--- src/rtl/io_pkg.sv ---
// rtl/io_pkg.sv - shared constants for the IN/OUT port responder
package io_pkg;

    localparam int IO_DATA_W = 16;

    localparam int STAT_RX_EMPTY = 0;
    localparam int STAT_TX_FULL  = 1;
    localparam int STAT_RX_UDF   = 2;
    localparam int STAT_TX_OVF   = 3;

    localparam int STAT_W = 4;

endpackage

--- src/rtl/io_sync_fifo.sv ---
// rtl/io_sync_fifo.sv - single-clock FIFO with first-word-fall-through head
module io_sync_fifo #(
    parameter int WIDTH = 16,
    parameter int DEPTH = 4
) (
    input  logic                       clk,
    input  logic                       resetn,
    input  logic                       push,
    input  logic                       pop,
    input  logic [WIDTH-1:0]           din,
    output logic [WIDTH-1:0]           dout,
    output logic                       full,
    output logic                       empty,
    output logic [$clog2(DEPTH):0]     level
);

    localparam int AW = $clog2(DEPTH);

    logic [WIDTH-1:0] mem [DEPTH];
    logic [AW-1:0]    wr_ptr;
    logic [AW-1:0]    rd_ptr;
    logic [AW:0]      cnt;
    logic             push_ok;
    logic             pop_ok;

    // The owner qualifies push/pop; these guards only keep the count consistent.
    assign pop_ok  = pop && (cnt != '0);
    assign push_ok = push && ((cnt != (AW+1)'(DEPTH)) || pop_ok);

    // Pointers wrap naturally; simultaneous push and pop leave the count alone.
    always_ff @(posedge clk) begin
        if (!resetn) begin
            wr_ptr <= '0;
            rd_ptr <= '0;
            cnt    <= '0;
        end else begin
            if (push_ok) wr_ptr <= wr_ptr + 1'b1;
            if (pop_ok)  rd_ptr <= rd_ptr + 1'b1;
            case ({push_ok, pop_ok})
                2'b10:   cnt <= cnt + 1'b1;
                2'b01:   cnt <= cnt - 1'b1;
                default: cnt <= cnt;
            endcase
        end
    end

    // Storage is not reset; emptiness is tracked by the count alone.
    always_ff @(posedge clk) begin
        if (push_ok) mem[wr_ptr] <= din;
    end

    assign dout  = mem[rd_ptr];
    assign full  = (cnt == (AW+1)'(DEPTH));
    assign empty = (cnt == '0);
    assign level = cnt;

endmodule

--- src/rtl/io_port_responder.sv ---
// rtl/io_port_responder.sv - device end of the IN/OUT port interface (optional IO_INT_EN interrupt)
module io_port_responder
    import io_pkg::*;
#(
    parameter int DATA_W   = IO_DATA_W,
    parameter int TX_DEPTH = 4,
    parameter int RX_DEPTH = 4
) (
    input  logic              clk,
    input  logic              RESET,
    input  logic              out_wr,
    input  logic [DATA_W-1:0] out_data,
    input  logic              in_rd,
    output logic [DATA_W-1:0] in_data,
    output logic              io_busy,
    output logic              tx_valid,
    output logic [DATA_W-1:0] tx_data,
    input  logic              tx_ready,
    input  logic              rx_valid,
    input  logic [DATA_W-1:0] rx_data,
    output logic              rx_ready,
    input  logic              status_clr,
    output logic [STAT_W-1:0] status,
    output logic              int_req
);

    localparam int TAW = $clog2(TX_DEPTH);
    localparam int RAW = $clog2(RX_DEPTH);

    logic              tx_push;
    logic              tx_pop;
    logic              tx_full;
    logic              tx_empty;
    logic [TAW:0]      tx_level;
    logic              rx_push;
    logic              rx_pop;
    logic              rx_full;
    logic              rx_empty;
    logic [RAW:0]      rx_level;
    logic [DATA_W-1:0] rx_head;
    logic              tx_ovf_q;
    logic              rx_udf_q;
    logic              tx_ovf_set;
    logic              rx_udf_set;

    // A word may enter a full TX queue only when the head leaves in the same cycle.
    assign tx_valid   = RESET && !tx_empty;
    assign tx_pop     = tx_valid && tx_ready;
    assign tx_push    = out_wr && (!tx_full || tx_pop);
    assign tx_ovf_set = out_wr && tx_full && !tx_pop;
    assign io_busy    = RESET && (tx_level == (TAW+1)'(TX_DEPTH));

    // RX acceptance depends only on the registered fill level, never on in_rd.
    assign rx_ready   = RESET && !rx_full;
    assign rx_push    = rx_valid && rx_ready;
    assign rx_pop     = in_rd && !rx_empty;
    assign rx_udf_set = in_rd && rx_empty;
    assign in_data    = (RESET && !rx_empty) ? rx_head : '0;

    io_sync_fifo #(
        .WIDTH (DATA_W),
        .DEPTH (TX_DEPTH)
    ) u_tx_fifo (
        .clk    (clk),
        .resetn (RESET),
        .push   (tx_push),
        .pop    (tx_pop),
        .din    (out_data),
        .dout   (tx_data),
        .full   (tx_full),
        .empty  (tx_empty),
        .level  (tx_level)
    );

    io_sync_fifo #(
        .WIDTH (DATA_W),
        .DEPTH (RX_DEPTH)
    ) u_rx_fifo (
        .clk    (clk),
        .resetn (RESET),
        .push   (rx_push),
        .pop    (rx_pop),
        .din    (rx_data),
        .dout   (rx_head),
        .full   (rx_full),
        .empty  (rx_empty),
        .level  (rx_level)
    );

    // Sticky error flags: a new event in the clearing cycle keeps the flag set.
    always_ff @(posedge clk) begin
        if (!RESET) begin
            tx_ovf_q <= 1'b0;
            rx_udf_q <= 1'b0;
        end else begin
            tx_ovf_q <= tx_ovf_set || (tx_ovf_q && !status_clr);
            rx_udf_q <= rx_udf_set || (rx_udf_q && !status_clr);
        end
    end

    // Status word; held at "RX empty only" while reset is asserted.
    always_comb begin
        status = '0;
        if (!RESET) begin
            status[STAT_RX_EMPTY] = 1'b1;
        end else begin
            status[STAT_RX_EMPTY] = (rx_level == '0);
            status[STAT_TX_FULL]  = tx_full;
            status[STAT_RX_UDF]   = rx_udf_q;
            status[STAT_TX_OVF]   = tx_ovf_q;
        end
    end

`ifdef IO_INT_EN
    logic         int_req_q;
    logic [RAW:0] rx_level_next;

    assign rx_level_next = rx_level + (RAW+1)'(rx_push) - (RAW+1)'(rx_pop);

    // Interrupt flop mirrors "RX holds data" as of each edge.
    always_ff @(posedge clk) begin
        if (!RESET) begin
            int_req_q <= 1'b0;
        end else begin
            int_req_q <= (rx_level_next != '0);
        end
    end

    assign int_req = RESET && int_req_q;
`else
    assign int_req = 1'b0;
`endif

endmodule

--- config.mk ---
export PLATFORM = sky130hd
export DESIGN_NAME = io_port_responder
export DESIGN_NICKNAME = d
export VERILOG_FILES = /design/src/rtl/io_pkg.sv /design/src/rtl/io_sync_fifo.sv /design/src/rtl/io_port_responder.sv
export SDC_FILE = /design/constraint.sdc
export NUM_CORES = 1
export LEC_CHECK = 0
export ABC_AREA = 0
export BUFFER_PORTS_ARGS = -buffer_cell sky130_fd_sc_hd__buf_2
export CAP_MARGIN = 20
export CELL_PAD_IN_SITES_DETAIL_PLACEMENT = 0
export CELL_PAD_IN_SITES_GLOBAL_PLACEMENT = 1
export CORE_MARGIN = 2
export CORE_UTILIZATION = 35
export DETAILED_ROUTE_END_ITERATION = 12
export PLACE_DENSITY_LB_ADDON = 0.1
export SLEW_MARGIN = 20
export SYNTH_ARGS = -nofsm -noshare
export SYNTH_HDL_FRONTEND = slang
export SYNTH_SLANG_ARGS = --single-unit
--- constraint.sdc ---
create_clock -name clk -period 2.14 [get_ports clk]
set_input_delay 0.214 -clock clk [delete_from_list [all_inputs] [get_ports clk]]
set_output_delay 0.214 -clock clk [all_outputs]
set_load 0.05 [all_outputs]
==> impl_metrics.json <==
{
  "vias_per_cell": 4.579,
  "hold_path_class": "primary input to register",
  "post-route-min-period_ps": 2077,
  "required_ps": 1930,
  "fin_cells": 648,
  "p_per_area_nw_per_um2": 1160,
  "rsz0062_at_grt": "no",
  "finalNetCount": 467,
  "synth_fa_ha_area_frac": 0.02804,
  "cpMaxStageDelayCell": "mux4_2",
  "via_count": 2967,
  "synth_cells": 310,
  "worst_clock_skew_ps": 6.203,
  "cts_max_path_buffers": 2,
  "synthSimpleGateAreaFrac": 0.05991,
  "synth_edf_count": 128,
  "rows": 47,
  "layout-drive-gt1-share": 0.3841,
  "synthesis.nets": 361,
  "drc": 0,
  "wire_per_inst_um": 16.57,
  "startpoint_type": "register",
  "io_buffers": 77,
  "cp.buffers_inverters": 3,
  "fin_crit_sh": 0.9704,
  "wirelength_um": 10740,
  "yosysWarnings": 0,
  "synth-async-reset-ratio": 0,
  "max_stage_delay_ps": 500,
  "yosysSeqAreaShare": 0.7206,
  "critPathKind": "register to output pin",
  "whs_path_depth": 1,
  "gr-total-overflow": 0,
  "drtIter0Drc": 172,
  "crit_fanout": 5,
  "r2r-end": "u_tx_fifo.level[2]",
  "synth_top_family_by_area": "multiplexers",
  "ys.flop_type": "edfxtp_1",
  "multi_input_area_um2": 1513,
  "grt_max_degree": 17,
  "fmax_ghz": 0.4815,
  "clk_latency_ps": 410,
  "die_width_um": 133.7,
  "die_height_um": 133.7,
  "floorplan.initialDensity": 0.3564,
  "clock_sinks": 148,
  "gp_congestion": 0.7229,
  "crit_family": "multiplexers",
  "rr_startpoint": "u_tx_fifo.level[0]",
  "critPathMostFrequentCell": "buf_12",
  "min_from": "out_data[0]",
  "power.static_leakage_nw": 2.607,
  "hold_violations": 0,
  "setup_viol": 0,
  "ys_ff_latch": 148,
  "clockRootBuffer": "clkbuf_16",
  "core_area_um2": 16520,
  "setup_tns_ps": 0,
  "area_delta_synth_final_pct": 23.77,
  "antenna_found_initial": 1,
  "synth_xor_xnor_area_share": 0.005949,
  "crit_chain": "buf_12 -> buf_12 -> mux4_2 -> nor2b_1 -> buf_4",
  "r2r_slack_ps": 150,
  "firstDrtPassIters": 4,
  "synth_compound_area_frac": 0.02018,
  "htree_levels": 4,
  "clk_pin_slew_ps": 50,
  "worst_ir_drop_vdd_mv": 0.5182,
  "dpl.hpwl_um": 6527,
  "synth_area_um2": 5889,
  "rr_worst_depth": 9,
  "dp.cells": 612,
  "syn_area_per_cell_um2": 19.00,
  "status": "complete, no violations",
  "cts_tree": "yes",
  "grt_pass1_wl_um": 16800,
  "slew_viol_final": 0,
  "crit_arrival_ps": 1860,
  "grt_pass1_vias": 3092,
  "fillers": 1486,
  "io_pins": 79,
  "cts_buffers": 17,
  "drv_cap": 0,
  "final_common_cell": "edfxtp_1",
  "synth.area.mux_share": 0.1381,
  "track_usage": 0.1282,
  "dieArea_um2": 17880,
  "synth_cell_types": 36,
  "seq_area_um2": 4254,
  "endpoint_kind": "output pin",
  "hold_end": "u_tx_fifo.mem[0][0]",
  "layout_common_cells": "edfxtp_1, buf_2, mux4_2",
  "route.antenna.remaining_nets": 0
}
[sequential cells by signal (all words and copies together), names as in the netlist, named ones only]
register          flops
rx_udf_q              1
tx_ovf_q              1
u_rx_fifo.level       3
u_rx_fifo.mem        64
u_rx_fifo.rd_ptr      2
u_rx_fifo.wr_ptr      2
u_tx_fifo.level       3
u_tx_fifo.mem        64
u_tx_fifo.rd_ptr      2
u_tx_fifo.wr_ptr      2
[metrics by stage]
step / util / worst slack (ps) / power, mW / instance area (um2) / hold slack [ps]
finish: 0.4411 / 63.31 / 8.456 / 7289 / 21.72
global route: 0.4410 / 0.1528 / 8.853 / 7287 / 0.4204
global placement: 0.4012 / 116.6 / 5.656 / 6630 / 424.2
detailed placement: 0.4012 / 62.43 / 5.660 / 6630 / 419.9
CTS: 0.4376 / 16.56 / 8.504 / 7231 / 0.4338
floorplan: - / 113.9 / 5.117 / 5889 / 310.3
[layout make-up]
class	instances	area share
clock inverters	8	0.01184
flip-flops and latches	148	0.5836
repair buffers	101	0.09028
clock buffers	22	0.06093
inverters	15	0.007724
well taps	220	0.03776
diodes	1	0.0003433
multi-input cells	133	0.2075
[power breakdown]
part | total [mW] | switching [mW] | internal [mW]
logic | 2.25 | 1.33 | 0.919
registers | 3.49 | 0.118 | 3.38
clock network | 2.71 | 1.03 | 1.68
[metal layers]
| metal | track usage | wire length [um] | vias up | share of wire |
|---|---|---|---|---|
| met2 | 0.1994 | 5275 | 69 | 0.49 |
| li1 | - | - | 1407 | - |
| met4 | 0.04787 | 109 | 0 | 0.010 |
| met5 | 0 | 0 | - | 0 |
| met3 | 0.04224 | 504 | 7 | 0.047 |
| met1 | 0.1681 | 4852 | 1484 | 0.45 |
[logic make-up after synthesis]
kind of cell / Yosys count
AO/OA/AOI/OAI: 18
XOR/XNOR: 4
adder cells (fa/ha/maj): 12
buffers and inverters: 29
flip-flops: 148
multiplexers: 39
other: 1
AND/OR/NAND/NOR: 59
[worst max path at each step]
stage	slack [ps]	end	cells after the start
2_1_floorplan	110	rx_ready	3
3_3_place_gp	120	u_tx_fifo.level[2]	9
3_5_place_dp	60	u_tx_fifo.level[2]	9
4_1_cts	20	in_data[8]	5
5_1_grt	0.2	in_data[3]	4
6_report	60	in_data[8]	5
[worst register-to-register path: cells and delay by family (launching register included)]
family	cells	cell delay, ps
fa+ha+maj	2	540
xor+xnor	1	160
flops	1	370
simple gates	2	510
buf+inv	2	120
compound gates	2	210
[cells in the mapped netlist (all sizes together) (2+ instances only)]
library cell	number	area [um2]
clkbuf	3	11.26
dfxtp	20	400.4
or3	3	20.02
a21oi	2	10.01
edfxtp	128	3844
o21ai	7	35.03
mux4	32	743.2
nor2b	19	133.9
fa	2	40.04
a21boi	4	30.03
inv	15	56.30
mux2i	7	70.07
ha	10	125.1
and2	13	81.33
xor2	2	17.52
nand2	17	63.81
xnor2	2	17.52
nor2	2	7.510
buf	11	88.84
[timing repair]
action / CTS / global route
endpoints found under the hold margin: 1 / 0
pin swaps: 0 / 1
resized for setup: 4 / 14
gates cloned: 0 / 1
buffers inserted: 3 / 0
endpoints found under the setup margin: 10 / 11
hold buffers: 1 / 0
Power figures use the tool's default switching activity.
